==> config.mk <==
export PLATFORM = sky130hd
export DESIGN_NAME = inst_fetch_unit
export DESIGN_NICKNAME = d
export VERILOG_FILES = /design/src/rtl/inst_fetch_unit.sv
export SDC_FILE = /design/constraint.sdc
export NUM_CORES = 1
export LEC_CHECK = 0
export CORE_AREA = 4 4 278 225
export DETAILED_ROUTE_END_ITERATION = 8
export DIE_AREA = 0 0 282 229
export PLACE_DENSITY = 0.47
export SKIP_LAST_GASP = 1
export SYNTH_ARGS = -nofsm -noshare
export SYNTH_HDL_FRONTEND = slang
export SYNTH_SLANG_ARGS = --single-unit
==> constraint.sdc <==
create_clock -name clk -period 5.1 [get_ports clk]
set_input_delay 0.51 -clock clk [delete_from_list [all_inputs] [get_ports clk]]
set_output_delay 0.51 -clock clk [all_outputs]
set_load 0.02 [all_outputs]
==> src/rtl/inst_fetch_unit.sv <==
`default_nettype none
// ============================================================================
// Module   : inst_fetch_unit
// Brief    : PC / imem request generator with static branch prediction and
//            a small output FIFO toward decode.
// Revision : 1.0 - initial release
// ============================================================================
module inst_fetch_unit #(
  parameter int                    word_width      = 32,
  parameter int                    FIFO_DEPTH      = 4,
  parameter int                    MAX_OUTSTANDING = 4,
  parameter logic [word_width-1:0] RESET_PC        = '0
) (
  input  logic                  clk,
  input  logic                  rst_n,
  output logic                  imem_req_valid,
  output logic [word_width-1:0] imem_req_addr,
  input  logic                  imem_req_ready,
  input  logic                  imem_resp_valid,
  input  logic [word_width-1:0] imem_resp_data,
  input  logic                  redirect_valid,
  input  logic [word_width-1:0] redirect_pc,
  output logic [word_width:0]   inst,
  output logic [word_width-1:0] inst_addr,
  output logic                  inst_valid,
  input  logic                  inst_ready
);

  localparam int c_ptr_w = (FIFO_DEPTH > 1) ? $clog2(FIFO_DEPTH) : 1;
  localparam int c_cnt_w = $clog2(FIFO_DEPTH + 1);
  localparam int c_out_w = $clog2(MAX_OUTSTANDING + 1);
  localparam int c_sum_w = $clog2(FIFO_DEPTH + MAX_OUTSTANDING + 1) + 1;

  localparam logic [c_out_w-1:0]    c_max_out   = c_out_w'(MAX_OUTSTANDING);
  localparam logic [c_cnt_w-1:0]    c_depth_cnt = c_cnt_w'(FIFO_DEPTH);
  localparam logic [c_sum_w-1:0]    c_depth_sum = c_sum_w'(FIFO_DEPTH);
  localparam logic [word_width-1:0] c_four      = word_width'(4);
  localparam logic [word_width-1:0] c_align     = ~word_width'(3);
  localparam logic [6:0]            c_op_branch = 7'b1100011;
  localparam logic [6:0]            c_op_jal    = 7'b1101111;

  logic [word_width-1:0] r_pc;
  logic [word_width-1:0] r_resp_pc;
  logic [c_out_w-1:0]    r_outstanding;
  logic [c_out_w-1:0]    r_drop_cnt;

  logic [word_width:0]   r_fifo_data [FIFO_DEPTH];
  logic [word_width-1:0] r_fifo_addr [FIFO_DEPTH];
  logic [c_ptr_w-1:0]    r_wr_ptr;
  logic [c_ptr_w-1:0]    r_rd_ptr;
  logic [c_cnt_w-1:0]    r_count;

  logic [6:0]            w_opcode;
  logic                  w_is_branch;
  logic                  w_is_jal;
  logic                  w_pred_taken;
  logic [word_width-1:0] w_b_imm;
  logic [word_width-1:0] w_j_imm;
  logic                  w_resp_accept;
  logic                  w_local_redirect;
  logic                  w_redirect;
  logic [word_width-1:0] w_local_target;
  logic [word_width-1:0] w_target;
  logic [c_sum_w-1:0]    w_credit_used;
  logic                  w_req_fire;
  logic                  w_push;
  logic                  w_pop;

  // Static prediction decode of the arriving response.
  assign w_opcode     = imem_resp_data[6:0];
  assign w_is_branch  = (w_opcode == c_op_branch);
  assign w_is_jal     = (w_opcode == c_op_jal);
  assign w_pred_taken = w_is_branch & imem_resp_data[31];

  assign w_b_imm = {{(word_width-12){imem_resp_data[31]}}, imem_resp_data[7],
                    imem_resp_data[30:25], imem_resp_data[11:8], 1'b0};
  assign w_j_imm = {{(word_width-20){imem_resp_data[31]}}, imem_resp_data[19:12],
                    imem_resp_data[20], imem_resp_data[30:21], 1'b0};

  // An external redirect suppresses the response in flight this cycle.
  assign w_resp_accept    = imem_resp_valid & (r_drop_cnt == '0) & ~redirect_valid;
  assign w_local_redirect = w_resp_accept & (w_pred_taken | w_is_jal);
  assign w_redirect       = redirect_valid | w_local_redirect;
  assign w_local_target   = r_resp_pc + (w_is_jal ? w_j_imm : w_b_imm);
  assign w_target         = (redirect_valid ? redirect_pc : w_local_target) & c_align;

  // FIFO slots already promised to live (non-stale) requests.
  assign w_credit_used = c_sum_w'(r_count) + c_sum_w'(r_outstanding) - c_sum_w'(r_drop_cnt);

  assign imem_req_valid = rst_n & (r_outstanding < c_max_out) &
                          (w_credit_used < c_depth_sum) & ~w_redirect;
  assign imem_req_addr  = r_pc;
  assign w_req_fire     = imem_req_valid & imem_req_ready;

  assign w_push = w_resp_accept;
  assign w_pop  = (r_count != '0) & inst_ready & ~redirect_valid;

  always_ff @(posedge clk or negedge rst_n) begin
    if (!rst_n) begin
      r_pc          <= RESET_PC;
      r_resp_pc     <= RESET_PC;
      r_outstanding <= '0;
      r_drop_cnt    <= '0;
    end else begin
      if (w_redirect) begin
        r_pc <= w_target;
      end else if (w_req_fire) begin
        r_pc <= r_pc + c_four;
      end

      if (w_redirect) begin
        r_resp_pc <= w_target;
      end else if (w_push) begin
        r_resp_pc <= r_resp_pc + c_four;
      end

      r_outstanding <= r_outstanding + c_out_w'(w_req_fire) - c_out_w'(imem_resp_valid);

      // Everything still in flight after this cycle belongs to the old path.
      if (w_redirect) begin
        r_drop_cnt <= r_outstanding - c_out_w'(imem_resp_valid);
      end else if (imem_resp_valid && (r_drop_cnt != '0)) begin
        r_drop_cnt <= r_drop_cnt - c_out_w'(1);
      end
    end
  end

  always_ff @(posedge clk or negedge rst_n) begin
    if (!rst_n) begin
      r_wr_ptr <= '0;
      r_rd_ptr <= '0;
      r_count  <= '0;
      for (int i = 0; i < FIFO_DEPTH; i++) begin
        r_fifo_data[i] <= '0;
        r_fifo_addr[i] <= '0;
      end
    end else begin
      if (w_push) begin
        r_fifo_data[r_wr_ptr] <= {w_pred_taken, imem_resp_data};
        r_fifo_addr[r_wr_ptr] <= r_resp_pc;
      end
      if (redirect_valid) begin
        r_wr_ptr <= '0;
        r_rd_ptr <= '0;
        r_count  <= '0;
      end else begin
        if (w_push) r_wr_ptr <= r_wr_ptr + c_ptr_w'(1);
        if (w_pop)  r_rd_ptr <= r_rd_ptr + c_ptr_w'(1);
        r_count <= r_count + c_cnt_w'(w_push) - c_cnt_w'(w_pop);
      end
    end
  end

  assign inst_valid = (r_count != '0);
  assign inst       = inst_valid ? r_fifo_data[r_rd_ptr] : '0;
  assign inst_addr  = inst_valid ? r_fifo_addr[r_rd_ptr] : '0;

  a_outstanding_bound: assert property (@(posedge clk) disable iff (!rst_n)
    r_outstanding <= c_max_out);
  a_fifo_count_bound: assert property (@(posedge clk) disable iff (!rst_n)
    r_count <= c_depth_cnt);

endmodule
`default_nettype wire
==> qor.csv, run 1 <==
metric,value,unit
post-layout util,0.3627,
Post-route DRC,0,
Clock transition at path regs,0.06,ns
Combinational Power Share,0.365,
Detail Route Antenna Nets,0,
Syn Inst Count,1547,
First-pass DRT Iterations,5,
Psw,3.470,mW
sw frac,0.3493,
Yosys top cell by area,dfrtp_1,
status,"finished, final reports clean",
Die ar.,64580,µm²
setup bufs post-CTS,0,
# diodes,0,
worst path cell trace,inv_1 > fa_1 > inv_1 > ha_1 > and3b_1 > nor4b_1 > o31ai_1 > nor4_4 > and2_1 > inv_2 > ha_1 > inv_1 > ha_1 > inv_1 > fa_1 > inv_1,
DP HPWL,37.43,mm
Least-Margin Pin Slew,1.237,ns
WL per Instance,22.08,µm
post-synth top area share,0.4564,
final hold vios,0,
Worst slew margin,0.1744,
crit-path most repeated cell,inv_1,
final net count,1806,
final setup vio count,0,
gr usage total,0.1708,
Setup Skew,0.01091,ns
post_cts resized,0,
Layout area overhead,21.21,%
setup ws final,0.7482,ns
"Hold-fix buffers, CTS",1,
vias,13190,
slowest CP cell,and2_1,
Sink Count,325,
RePlAce Congestion,0.8798,
Final Cycle Share,0.8533,
Worst-Skew Late Latency,0.55,ns
Die Wd,282,µm
clock network power share,0.277,
vias per cell,5.292,
RSZ-0062 raised after global routing,false,
register share of total power,0.357,
root buffer cell,clkbuf_16,
post-synthesis cell type count,84,
Initial Utilization,0.2992,
leakage power,9.544,nW
Placed Cells,2423,
internal power,6.464,mW
maximum clock path buffer count,3,
"slowest stage delay, CP",0.57,ns
CTS Buf Count,38,
FMAX,229.8,MHz
Hold Crit Class,in2async,
Max Slew Vio Count,0,
initial antenna violation count,2,
Synth Flop Type,dfrtp_1,
crit-path max FO,15,
clock period minus worst slack,4.352,ns
final WL,55.02,mm
Mean Syn Cell Area,11.52,µm²
# IOs,169,
Critical Path Source Type,register,
Post-Place Worst Slack,0.2581,ns
input/output buffers,162,
final std cells w/o fill,2492,
cell area after synthesis,17820,µm²
Worst Path Required,5.54,ns
#FFs+latches synth,325,
critical path capture point type,register,
crit path kind,reg2reg,
Critical Path AT,4.80,ns
grt ovf,0,
1st-iter DRT viols,919,
number of global-route vias before repair,13610,
share of cells above drive strength 1,0.2528,
Post-Route Setup TNS,0,ns
fillcell total,5785,
ys async rst share,1.000,
post-synthesis sequential area ratio,0.4564,
first-pass GRT wire length,85.40,mm
WP buf/inv,6,
row cnt,80,
Post-synth EDFFs,0,
Yosys warning total,0,
worst vdd ir,0.0002582,V
htree depth,2,
max cap viols,0,
synth top area cells,"dfrtp_1 46%, mux2_2 15%, mux4_2 8.0%, ha_1 3.2%, and2_1 2.5%",
core area,59560,µm²
CTS tree,yes,
largest net degree at the start of global routing,168,
cell family with most CP delay,adder cells,
Power Dens Cells,459.9,nW/µm²
die height,229,µm
[state kept, by name, summed over array words and instances (netlist names)]
register / cells
r_resp_pc: 30
r_outstanding: 3
imem_req_addr: 30
r_drop_cnt: 3
r_fifo_data: 132
r_rd_ptr: 2
r_wr_ptr: 2
r_count: 3
r_fifo_addr: 120
[layout by cell type (no fill, tap or decap), types with 13 or more instances in the layout]
cell / netlist / final
clkdlybuf4s50_1: 0 / 160
xor2_1: 19 / 19
clkbuf_16: 0 / 38
mux4_2: 63 / 63
nand4_1: 13 / 13
and2_1: 71 / 71
mux2_2: 244 / 244
nand2_1: 114 / 110
a21oi_1: 87 / 86
dfrtp_1: 325 / 323
nor2_1: 62 / 61
ha_1: 46 / 46
xnor2_1: 21 / 21
o21ai_0: 76 / 76
buf_4: 6 / 32
nor3_1: 17 / 17
and3_1: 18 / 18
a31oi_1: 16 / 16
a21o_1: 22 / 22
inv_1: 29 / 29
nand3_1: 42 / 42
[synthesized netlist by cell type (13+ instances only)]
cell      instances
mux2_2          244
a21o_1           22
mux4_2           63
xnor2_1          21
a31oi_1          16
inv_1            29
a21oi_1          87
ha_1             46
buf_1            14
o21ai_0          76
nand2_1         114
dfrtp_1         325
xor2_1           19
and2_1           71
clkbuf_1         79
nor3_1           17
and3_1           18
nor2_1           62
nand3_1          42
nand4_1          13
[through the flow]
| step | hold WS (ns) | power (mW) | instance area, µm² |
|---|---|---|---|
| 4_1_cts | 0.4423 | 10.11 | 21600 |
| 3_5_place_dp | 0.4352 | 7.282 | 20330 |
| 5_1_grt | 0.4811 | 10.56 | 21600 |
| 2_1_floorplan | 0.2144 | 5.790 | 17840 |
| 6_report | 0.4476 | 9.934 | 21600 |
| 3_3_place_gp | 0.4332 | 7.223 | 20330 |
[worst register-to-register path, delay by kind of cell, from the launching register on]
family,cells,cell delay (ns)
buffers and inverters,6,0.60
flip-flops,1,0.40
adder cells (fa/ha/maj),5,1.78
AND/OR/NAND/NOR,4,1.33
AO/OA/AOI/OAI,1,0.15
[layer usage]
layer  GRT usage  wire, µm  up-vias
li1            -         -     5957
met1      0.2583     27050     6854
met2      0.2587     24490      323
met3     0.02759      2652       54
met4     0.03418       824        0
met5           0         0        -
[power groups by stage]
stage                     registers, mW  logic [mW]  clock network (mW)
after floorplan                    3.38        2.41                   0
after global placement             3.57        3.65                   0
after detailed placement           3.60        3.68                   0
after CTS                          3.55        3.70                2.85
after global routing               3.63        3.97                2.96
final                              3.55        3.63                2.76
[layout make-up]
type | instances | area, µm² | share of cell area
Clock buffer | 52 | 1084 | 0.05016
Clock inverter | 16 | 173.9 | 0.008051
Inverter | 31 | 116.4 | 0.005387
Multi-Input combinational cell | 1091 | 9183 | 0.4251
Sequential cell | 325 | 8138 | 0.3767
Tap cell | 779 | 974.7 | 0.04512
Timing Repair Buffer | 198 | 1932 | 0.08943
[path summary, 6_finish.rpt]
| path | slack (ns) | start | cells after the start | endpoint |
|---|---|---|---|---|
| setup / recovery | 0.75 | r_outstanding[1] | 16 | r_outstanding[1] |
| hold / removal | 0.45 | rst_n | 2 | r_drop_cnt[0] |
| setup reg to reg | 0.75 | r_outstanding[1] | 16 | r_outstanding[1] |
| hold reg to reg | 0.47 | r_fifo_addr[70] | 2 | r_fifo_addr[70] |
| max in group asynchronous | 1.96 | rst_n | 5 | r_fifo_addr[104] |
| min in group clk | 0.47 | r_fifo_addr[70] | 2 | r_fifo_addr[70] |
[cells by family (layout without fill, tap and decap cells)]
| group | Yosys count | after routing | share of synthesized area |
|---|---|---|---|
| buffers and inverters | 135 | 297 | 0.03040 |
| xor gates and xnor gates | 40 | 40 | 0.01966 |
| adders and majority gates | 51 | 51 | 0.03791 |
| muxes | 311 | 311 | 0.2361 |
| AOI/OAI and AO/OA | 304 | 304 | 0.1109 |
| other | 1 | 5 | 0.0002104 |
| and+or+nand+nor | 380 | 380 | 0.1085 |
| DFF | 325 | 325 | 0.4564 |
No activity file was read; power rests on OpenSTA's default activity.
==> run 2: changes to the inputs <==
--- a/config.mk
+++ b/config.mk
@@ -8,6 +8,7 @@
 export CORE_AREA = 4 4 278 225
 export DETAILED_ROUTE_END_ITERATION = 8
 export DIE_AREA = 0 0 282 229
+export GPL_TIMING_DRIVEN = 0
 export PLACE_DENSITY = 0.47
 export SKIP_LAST_GASP = 1
 export SYNTH_ARGS = -nofsm -noshare
==> run 2 against run 1 <==
  * Non-clock buffer count is 70 higher
  * Clock power is 5% lower
  * Fmax is 12% lower
  * Clock skew is 0.0055 ns higher
  * Critical path depth is 1 lower
  * Sequential cell count stayed put
  * Total power is 0.49% lower
  * Routed wire length is 5.4% higher
==> qor.csv, run 2 (synthesized netlist as in run 1, its figures left out) <==
metric,value,unit
"commonest non-fill, non-tap cell in the layout",dfrtp_1,
final WL,58.01,mm
Hold Crit Class,in2async,
share of cells above drive strength 1,0.2248,
vias,13460,
FF+latch area,8133,µm²
input/output buffers,160,
Power Total,9.885,mW
First-pass DRT Iterations,6,
"commonest cells after routing, fill and taps aside","325 x dfrtp_1, 244 x mux2_2, 159 x clkdlybuf4s50_1, 114 x nand2_1",
root buffer cell,clkbuf_16,
htree depth,2,
Final Cycle Share,0.9727,
final net count,1876,
grt ovf,0,
Least-Margin Pin Slew,1.137,ns
worst path cell trace,clkdlybuf4s50_1 > and2_1 > and3_1 > buf_2 > mux2_2 > fa_1 > a211oi_1 > o21ai_2 > o31ai_4 > o41ai_4 > a32o_1 > mux2_1 > a32oi_4 > a21oi_1 > a2bb2oi_1,
Largest register FFs,132,
Detail Route Antenna Nets,0,
vias per cell,5.261,
clock period minus worst slack,4.961,ns
flop-to-flop setup slack,1.05,ns
setup ws final,0.1390,ns
Critical Path AT,5.38,ns
FMAX,201.6,MHz
Worst slew margin,0.2395,
Multi-input gate area,9185,µm²
Top reg by flops,r_fifo_data,
RePlAce Congestion,0.9137,
Clock transition at path regs,0.06,ns
1st-iter DRT viols,1009,
max cap viols,0,
fillcell total,5799,
initial antenna violation count,3,
Post-Place Worst Slack,-0.9211,ns
row cnt,80,
final std cells w/o fill,2558,
setup bufs post-CTS,0,
Die ar.,64580,µm²
"slowest stage delay, CP",0.64,ns
CTS tree,yes,
core area,59560,µm²
gr usage total,0.1793,
CTS Buf Count,38,
crit path kind,in2reg,
Largest regs,"r_fifo_data x132, r_fifo_addr x120",
die height,229,µm
Critical Path Source Type,input port,
Initial Utilization,0.2992,
Fin Hold WS,0.3687,ns
crit-path max FO,10,
Layout area overhead,21.81,%
Worst Path Required,5.52,ns
status,"finished, final reports clean",
Post-route DRC,0,
worst vdd ir,0.0002225,V
RSZ-0062 raised after global routing,false,
first-pass GRT wire length,88.44,mm
# IOs,169,
Die Wd,282,µm
slowest CP cell,clkdlybuf4s50_1,
maximum clock path buffer count,3,
Setup Skew,0.01640,ns
Worst-Skew Late Latency,0.56,ns
Power Dens Cells,455.4,nW/µm²
largest net degree at the start of global routing,116,
critical path capture point type,register,
post-layout util,0.3645,
leakage power,9.513,nW
Max Slew Vio Count,0,
WL per Instance,22.68,µm
Sink Count,325,
number of global-route vias before repair,13940,
DP HPWL,43.12,mm
final hold vios,0,
final setup vio count,0,
Placed Cells,2493,
# diodes,0,
## run 2: timing repair
item | CTS | global route
resized for setup | 2 | 3
hold buffers | 1 | 0
hold endpoints to repair | 21 | 0
setup endpoints to repair | 2 | 2
## run 2: stage by stage
stage          area [µm²]   TNS, ns
3_3_place_gp        20410  -3978.42
4_1_cts             21690         0
5_1_grt             21710         0
3_5_place_dp        20500    -11.41
2_1_floorplan       17840         0
6_report            21710         0
## run 2: final timing paths
kind	end	cells past startpoint	startpoint
worst max-delay path	imem_req_addr[31]	15	imem_resp_data[3]
worst min-delay path	r_drop_cnt[0]	2	rst_n
worst max register to register	r_outstanding[2]	18	r_outstanding[1]
worst min register to register	r_fifo_addr[46]	2	r_fifo_addr[46]
max in group asynchronous	r_fifo_data[105]	4	rst_n
min in group clk	r_fifo_addr[46]	2	r_fifo_addr[46]
## run 2: final cells by class
cell class,count,area share
clock buffers,55,0.05089
multi-input cells,1091,0.4231
well taps,779,0.04490
plain buffers,104,0.01965
repair buffers,164,0.07827
inverters,31,0.005360
flip-flops and latches,325,0.3746
clock inverters,9,0.003170
## run 2: per-layer routing
layer | global-route usage | vias to the layer above | share of wire
met2 | 0.2711 | 387 | 0.44
met4 | 0.04552 | 0 | 0.023
met1 | 0.2660 | 6902 | 0.48
met3 | 0.03116 | 75 | 0.055
met5 | 0 | - | 0
li1 | - | 6093 | -
## run 2: worst max-delay path, delay by kind of cell
family	cells	cell delay, ns
fa+ha+maj	1	0.47
buf+inv	2	0.92
simple gates	2	0.71
mux	2	0.82
compound gates	8	1.93
## run 2: where the power goes
group | internal, mW | total [mW] | switching, mW
logic | 1.78 | 3.84 | 2.06
registers | 3.05 | 3.43 | 0.379
clock network | 1.50 | 2.61 | 1.11
total | 6.34 | 9.88 | 3.54
==> RTL edit, RTL diff (settings of run 1) <==
Make the reset (`rst_n`) synchronous in 2 clocked blocks.
--- a/src/rtl/inst_fetch_unit.sv
+++ b/src/rtl/inst_fetch_unit.sv
@@ -95,7 +95,7 @@
   assign w_push = w_resp_accept;
   assign w_pop  = (r_count != '0) & inst_ready & ~redirect_valid;
 
-  always_ff @(posedge clk or negedge rst_n) begin
+  always_ff @(posedge clk) begin
     if (!rst_n) begin
       r_pc          <= RESET_PC;
       r_resp_pc     <= RESET_PC;
@@ -125,7 +125,7 @@
     end
   end
 
-  always_ff @(posedge clk or negedge rst_n) begin
+  always_ff @(posedge clk) begin
     if (!rst_n) begin
       r_wr_ptr <= '0;
       r_rd_ptr <= '0;
Behaviour: differs if rst_n is asserted again (counterexample within 4 cycles, from zero or initial values and one cycle with rst_n low); with rst_n held inactive, the same outputs for 4 cycles.
==> RTL edit against run 1 <==
Routed wire length decreased by 4.3%; worst setup slack got worse by 190 ps; synthesized area decreased by 3.8%; sequential cell count increased by 2; design area decreased by 3.5%; cell count increased by 2.4%; largest cell class is now registers.
Power is not compared: it rests on default switching activity, and its combinational part moved more than twofold at a synthesized area within 25%.
==> RTL edit: results (changes against run 1) <==
======================================================================
Overall power ...........................................      6.71 mW
Number of cells on the worst reg-to-reg path ............           17   was 16
Number of nets in the layout ............................         1864   was 1806
RePlAce Congestion ......................................        0.872   was 0.880
Largest net degree at the start of global routing .......           65   was 168
Compound-cell area share of the yosys netlist ...........        11.2%   was 11.1%
Synthesized area per cell ...............................    10.6 um^2   was 11.5 um^2
Mux share of post-synthesis cell area ...................        8.66%   was 23.6%
Share of post-route cells with drive strength above 1 ...        9.87%   was 25.3%
Number of flops mapped to enable cells by yosys .........          252   was 0
Max Fclk ................................................      220 MHz   was 230 MHz
Max Fanout on Critical Path .............................            5   was 15
Global-route wire length before repair ..................      78.9 mm   was 85.4 mm
Sum of routed wire length over all layers ...............      52.6 mm   was 55.0 mm
Detailed router's first-iteration violation count .......         1075   was 919
Path class of the lowest-slack min-delay path ........... register to register   was input pin to asynchronous set/reset pin
Part of the Yosys area used for sequential elements .....        52.9%   was 45.6%
HPWL after detailed placement ...........................      34.7 mm   was 37.4 mm
Main synth FF type ...................................... sky130_fd_sc_hd__edfxtp_1   was sky130_fd_sc_hd__dfrtp_1
Max-slew headroom .......................................        19.0%   was 17.4%
Pre-CTS worst setup slack ...............................      72.8 ps   was 258 ps
Kind of cell adding the most delay to the critical path . compound AO/OA/AOI/OAI gates   was adder cells
Longest individual stage delay on the worst path ........       530 ps   was 570 ps
WP data arrival .........................................      5010 ps   was 4800 ps
Capture point of the worst reg-to-reg path .............. r_outstanding[2]$_SDFF_PN0_   was r_outstanding[1]$_DFF_PN0_
Critical Path End ....................................... r_resp_pc[27]$_SDFFE_PN0P_   was r_outstanding[1]$_DFF_PN0_
Smallest hold slack .....................................       478 ps   was 448 ps
Xor and xnor area share after synthesis .................        2.45%   was 1.97%
Count of placed standard cells including taps ...........         2487   was 2423
Worst setup path start .................................. imem_resp_data[6]   was r_outstanding[1]$_DFF_PN0_
Outcome ................................................. finished clean   unchanged
Adder-cell share of the synthesized area ................        3.65%   was 3.79%
Routed WL per cell ......................................      20.6 um   was 22.1 um
Launching point of the worst reg2reg path ............... r_outstanding[1]$_SDFF_PN0_   was r_outstanding[1]$_DFF_PN0_
Reg2reg setup slack .....................................      1030 ps   was 750 ps
Clock Skew ..............................................      22.8 ps   was 10.9 ps
Number of global-route vias before repair ...............        12494   was 13613
Async S/R FF share, synth ...............................           0%   was 100%
Slowest stage cell on the critical path ................. sky130_fd_sc_hd__o31ai_1   was sky130_fd_sc_hd__and2_1
Commonest cells in the netlist .......................... sky130_fd_sc_hd__nor2_1 (270), sky130_fd_sc_hd__edfxtp_1 (252), sky130_fd_sc_hd__nand2_1 (159), sky130_fd_sc_hd__inv_1 (97), sky130_fd_sc_hd__clkbuf_1 (77)   was sky130_fd_sc_hd__dfrtp_1 (325), sky130_fd_sc_hd__mux2_2 (244), sky130_fd_sc_hd__nand2_1 (114), sky130_fd_sc_hd__a21oi_1 (87), sky130_fd_sc_hd__clkbuf_1 (79)
======================================================================
==> RTL edit: changes by cell type in the layout (fill, tap and decap cells not counted), moves of 49 or more <==
cell,before,now
sky130_fd_sc_hd__dfrtp_1,323,0
sky130_fd_sc_hd__dfxtp_1,0,73
sky130_fd_sc_hd__nand2_1,110,159
sky130_fd_sc_hd__nor2_1,61,268
sky130_fd_sc_hd__edfxtp_1,0,252
sky130_fd_sc_hd__mux2_2,244,4
sky130_fd_sc_hd__inv_1,29,97
==> RTL edit: final cells by class <==
cell class / count / area [um^2]
Tap cell: 779 / 975
Multi-Input combinational cell: 1096 / 7390
Clock buffer: 51 / 1010
Inverter: 97 / 364
Timing Repair Buffer: 188 / 1880
Fill cell: 5970 / 38700
Clock inverter: 14 / 146
Sequential cell: 327 / 9070
==> RTL edit: layer usage <==
metal  track usage, %  share of wire (%)  vias to the layer above
met2             24.0                 44                      372
met3             2.90                6.3                       43
met1             24.2                 49                     6257
met4             2.68                1.3                        2
li1                 -                  -                     6025
met5            0.679               0.12                        -
